## src/rtl/debounce_pkg.sv

```systemverilog
// Shared definitions for the debounce/synchronizer block: FSM state
// encoding, default parameter values and a small state-decode helper.
package debounce_pkg;

  localparam int unsigned SYNC_STAGES_DEF   = 2;
  localparam int unsigned CNT_W_DEF         = 4;
  localparam int unsigned STABLE_CYCLES_DEF = 8;

  // Two idle states remember the committed level; two check states
  // qualify a candidate change towards the opposite level.
  typedef enum logic [1:0] {
    IDLE_LOW  = 2'd0,
    CHK_HIGH  = 2'd1,
    IDLE_HIGH = 2'd2,
    CHK_LOW   = 2'd3
  } deb_state_e;

  // True while a candidate level change is being qualified.
  function automatic logic is_chk(input deb_state_e st);
    return (st == CHK_HIGH) || (st == CHK_LOW);
  endfunction

endpackage

```

## src/rtl/sync_chain.sv

```systemverilog
// Multi-flop synchronizer for a single asynchronous level. The first
// stage samples the raw input; q is the last stage.
module sync_chain #(
  parameter int DEPTH = 2
) (
  input  logic clk,
  input  logic reset,
  input  logic d,
  output logic q
);

  logic [DEPTH-1:0] stage_r;

  // Shift the raw level through the chain; reset clears every stage.
  always_ff @(posedge clk or posedge reset) begin
    if (reset) begin
      stage_r <= {DEPTH{1'b0}};
    end else begin
      stage_r <= {stage_r[DEPTH-2:0], d};
    end
  end

  assign q = stage_r[DEPTH-1];

endmodule

```

## src/rtl/debounce_sync.sv

```systemverilog
// Debounce filter: synchronizes a raw level, then commits a new output
// level only after it has been seen STABLE_CYCLES consecutive cycles
// while enabled. rise/fall pulse for one cycle on each commit; busy
// flags an ongoing qualification. All outputs are registered.
module debounce_sync
  import debounce_pkg::*;
#(
  parameter int SYNC_STAGES   = SYNC_STAGES_DEF,
  parameter int CNT_W         = CNT_W_DEF,
  parameter int STABLE_CYCLES = STABLE_CYCLES_DEF
) (
  input  logic clk,
  input  logic reset,
  input  logic en,
  input  logic a,
  output logic out,
  output logic rise,
  output logic fall,
  output logic busy
);

  localparam logic [CNT_W-1:0] CNT_ZERO = {CNT_W{1'b0}};
  localparam logic [CNT_W-1:0] CNT_ONE  = {{(CNT_W-1){1'b0}}, 1'b1};
  localparam logic [CNT_W-1:0] CNT_LAST = CNT_W'(STABLE_CYCLES - 1);

  logic             sync_s;
  deb_state_e       state_r;
  deb_state_e       state_nxt_s;
  logic [CNT_W-1:0] cnt_r;
  logic [CNT_W-1:0] cnt_nxt_s;
  logic             out_r;
  logic             out_nxt_s;
  logic             rise_r;
  logic             rise_nxt_s;
  logic             fall_r;
  logic             fall_nxt_s;
  logic             busy_r;
  logic             busy_nxt_s;

  sync_chain #(
    .DEPTH (SYNC_STAGES)
  ) u_sync (
    .clk   (clk),
    .reset (reset),
    .d     (a),
    .q     (sync_s)
  );

  // Next-state, counter and registered-output decode for the qualifier.
  always_comb begin
    state_nxt_s = state_r;
    cnt_nxt_s   = CNT_ZERO;
    out_nxt_s   = out_r;
    rise_nxt_s  = 1'b0;
    fall_nxt_s  = 1'b0;
    case (state_r)
      IDLE_LOW: begin
        if (en && sync_s) begin
          state_nxt_s = CHK_HIGH;
          cnt_nxt_s   = CNT_ONE;
        end else begin
          state_nxt_s = IDLE_LOW;
        end
      end
      CHK_HIGH: begin
        if (!en || !sync_s) begin
          // Abort: fall back to the idle state of the committed level.
          state_nxt_s = out_r ? IDLE_HIGH : IDLE_LOW;
        end else if (cnt_r == CNT_LAST) begin
          state_nxt_s = IDLE_HIGH;
          out_nxt_s   = 1'b1;
          rise_nxt_s  = 1'b1;
        end else begin
          cnt_nxt_s   = cnt_r + CNT_ONE;
        end
      end
      IDLE_HIGH: begin
        if (en && !sync_s) begin
          state_nxt_s = CHK_LOW;
          cnt_nxt_s   = CNT_ONE;
        end else begin
          state_nxt_s = IDLE_HIGH;
        end
      end
      CHK_LOW: begin
        if (!en || sync_s) begin
          state_nxt_s = out_r ? IDLE_HIGH : IDLE_LOW;
        end else if (cnt_r == CNT_LAST) begin
          state_nxt_s = IDLE_LOW;
          out_nxt_s   = 1'b0;
          fall_nxt_s  = 1'b1;
        end else begin
          cnt_nxt_s   = cnt_r + CNT_ONE;
        end
      end
      default: begin
        state_nxt_s = IDLE_LOW;
        out_nxt_s   = 1'b0;
      end
    endcase
    busy_nxt_s = is_chk(state_nxt_s);
  end

  // State, counter and output registers with asynchronous clear.
  always_ff @(posedge clk or posedge reset) begin
    if (reset) begin
      state_r <= IDLE_LOW;
      cnt_r   <= CNT_ZERO;
      out_r   <= 1'b0;
      rise_r  <= 1'b0;
      fall_r  <= 1'b0;
      busy_r  <= 1'b0;
    end else begin
      state_r <= state_nxt_s;
      cnt_r   <= cnt_nxt_s;
      out_r   <= out_nxt_s;
      rise_r  <= rise_nxt_s;
      fall_r  <= fall_nxt_s;
      busy_r  <= busy_nxt_s;
    end
  end

  assign out  = out_r;
  assign rise = rise_r;
  assign fall = fall_r;
  assign busy = busy_r;

endmodule
```

## config.mk

```make
export PLATFORM = sky130hd
export DESIGN_NAME = debounce_sync
export DESIGN_NICKNAME = d
export VERILOG_FILES = /design/src/rtl/debounce_pkg.sv /design/src/rtl/sync_chain.sv /design/src/rtl/debounce_sync.sv
export SDC_FILE = /design/constraint.sdc
export NUM_CORES = 1
export LEC_CHECK = 0
export ABC_AREA = 1
export CORE_AREA = 2 2 39 41
export DETAILED_ROUTE_END_ITERATION = 16
export DIE_AREA = 0 0 41 43
export GPL_TIMING_DRIVEN = 0
export PLACE_DENSITY = 0.72
export SETUP_SLACK_MARGIN = 0.05
export SKIP_LAST_GASP = 1
export SYNTH_ARGS = -nofsm -noshare
export SYNTH_HDL_FRONTEND = slang
export SYNTH_SLANG_ARGS = --single-unit
```

## constraint.sdc

```tcl
create_clock -name clk -period 2.5 [get_ports clk]
set_input_delay 0.25 -clock clk [delete_from_list [all_inputs] [get_ports clk]]
set_output_delay 0.25 -clock clk [all_outputs]
set_load 0.01 [all_outputs]
```

==> results by group <==
Layout
  • Layout cells sized above 1: between 10% and 20%
  • Antenna cell count: 0
  • Most frequent cells in the layout: 18 x nand2_1, 14 x inv_1, 12 x dfrtp_1, 7 x clkdlybuf4s50_1, 6 x nor2_1
  • Final Util: between 40 and 50%
  • Area Growth Syn to Fin: 20.4%
  • Commonest non-fill, non-tap cell in the layout: nand2_1
  • NumNets Final: 82

Floorplanning
  • Row count: 14
  • Die span in y: approximately 43 um
  • Die area: between 0.0015 and 0.002 mm^2
  • Die width: 41 um
  • Core Region: ~0.0014 mm^2
  • I/O Pins: 8
  • Starting density of the core: 39.9%

Clock tree
  • Clk sinks: 12
  • # resized after CTS: 0
  • Max Root-Sink Buffers: 2
  • Root Driver: clkbuf_4
  • Number of CTS-inserted buffers: 3
  • Register clock-pin slew on the reported worst setup and hold paths: 0.07 ns
  • Clk Latency, worst-skew pair: about 0.26 ns
  • CTS tree: yes
  • Post-CTS Hold Buffers: 0
  • # Post-CTS Setup Buffers: 0
  • H-tree Lvls: 1

Timing
  • Final Max Tran Viols: 0
  • Final setup viols: 0
  • Final worst slack: 1.04 ns
  • Worst-Margin Slew: 0.447 ns
  • Minimum period implied by the final worst setup slack: approximately 1.5 ns
  • Final Hold Vio Count: 0
  • Max Fclk: 686 MHz
  • Skew final: roughly 0.0018 ns
  • TNS Setup: 0 ns
  • Slew headroom: 70.2%
  • Period utilization: about three fifths
  • RSZ-0062 raised after global routing: false

Detailed routing
  • DRT Pass-1 Iters: 4
  • Via density: 4.71
  • Final ANT Viol Nets: 0
  • Post-Route WL: ~840 um
  • Via count: 429
  • Initial drt markers: 5
  • DRC Markers: 0
  • Drt wl/cell: about 9 um

Critical path
  • Critical Path Start: out
  • Worst path cell trace: clkdlybuf4s50_1
  • Setup Crit Path Kind: flop to output port
  • Crit path DAT: between 1 and 1.5 ns
  • Worst Path Required: approximately 2.3 ns
  • CP top delay family: buffers and inverters
  • Slowest cell on crit path: clkdlybuf4s50_1
  • Crit path buffers/inverters: 1
  • Crit path largest cell delay: 0.55 ns
  • Worst r2r src: cnt_r[0]
  • Worst Setup End Kind: output port
  • Crit path max fanout: 4
  • Critical Path Source Type: flop

Synthesis
  • Synth area leaders: dfrtp_1 54%, nand2_1 12%, inv_1 9.5%, nand3_1 4.5%, nor2_1 4.1%
  • Avg Inst Size Synth: about 8.5 um^2
  • Yosys reg bits: 12
  • Synthesized instance count: 65
  • Syn Nets: 70
  • Netlist cell types: 14
  • Share of the synthesized area in the top cell type: a little over half
  • Synth area leader: dfrtp_1
  • Synth Warn #: 0
  • Seq/Total Area, Yosys: between 50% and 60%
  • Synthesized area: 552 um^2

Placed design
  • Final HPWL DP: approximately 650 um
  • Final GP Congestion: between 0.8 and 0.9
  • Buffers added on ports: 7
  • Dpl ws: roughly 1.1 ns

GRT
  • Antenna violations before repair: 0
  • GRT Total Usage: around an eighth
  • Vias in the first global route: 385
  • Pin count of the biggest net entering global routing: 13
  • First-pass GRT wire length: approximately 1500 um
  • Grt total ovfl: 0

Job
  • Max_cap viols: 0

Hold path
  • Hold/Removal Path Class: input port to asynchronous set/reset pin

Power
  • PwrDens: approximately 740 mW/mm^2
  • Leakage: ~0.36 nW
  • Total power: around 0.49 mW
  • Peak supply drop: 0.330 mV

Run status
  • Status: complete, no violations
through the flow:
stage	instances	hold WS (ns)	cell area, um^2
detailed placement	88	0.342	642
floorplan	65	0.115	552
global route	91	0.334	664
finish	91	0.298	664
CTS	91	0.304	664
global placement	88	0.348	642
worst paths after layout:
kind	endpoint	slack [ns]	cells after the start
min	u_sync.stage_r[1]	0.30	2
max in group asynchronous	state_r[0]	1.89	2
max reg2reg	state_r[1]	1.34	7
min in group clk	u_sync.stage_r[1]	0.36	0
min reg2reg	u_sync.stage_r[1]	0.36	0
max	out	1.04	1
synthesized netlist by cell type (all sizes together):
library cell / count
a21oi: 1
o22ai: 1
ha: 1
nand2: 20
nor3: 1
xor2: 1
nor2: 6
a31oi: 1
nand3: 6
inv: 14
or2: 1
dfrtp: 12
sequential cells by signal (all words and copies together), names as in the netlist:
signal,cells
cnt_r,4
busy,1
rise,1
out,1
u_sync.stage_r,2
state_r,2
fall,1
layout make-up:
cell class                      instances  area [um^2]
Tap cell                               16         20.0
Multi-Input combinational cell         39          199
Clock buffer                            3         22.5
Inverter                               14         52.6
Sequential cell                        12          300
Fill cell                             126          719
Timing Repair Buffer                    7         70.1
cells by family after synthesis:
| kind of cell | count (synthesis) | synth area share, % |
|---|---|---|
| compound gates | 3 | 4.31 |
| xor+xnor | 1 | 1.59 |
| fa+ha+maj | 1 | 2.27 |
| buf+inv | 14 | 9.52 |
| flops | 12 | 54.4 |
| simple gates | 34 | 27.9 |
report_power, final:
group | internal (mW) | switching, mW | total, mW
Combinational | 0.0520 | 0.0752 | 0.127
Sequential | 0.226 | 0.0254 | 0.252
Clock | 0.0556 | 0.0572 | 0.113
Total | 0.334 | 0.158 | 0.491
routing by layer:
metal  share of wire, %  vias up  track usage (%)
met5                  0        -                0
met4                1.3        0             10.0
met3                3.8        2             1.57
met2                 50       11             17.2
met1                 45      200             16.9
li1                   -      216                -
(Power assumes the default switching activity.)
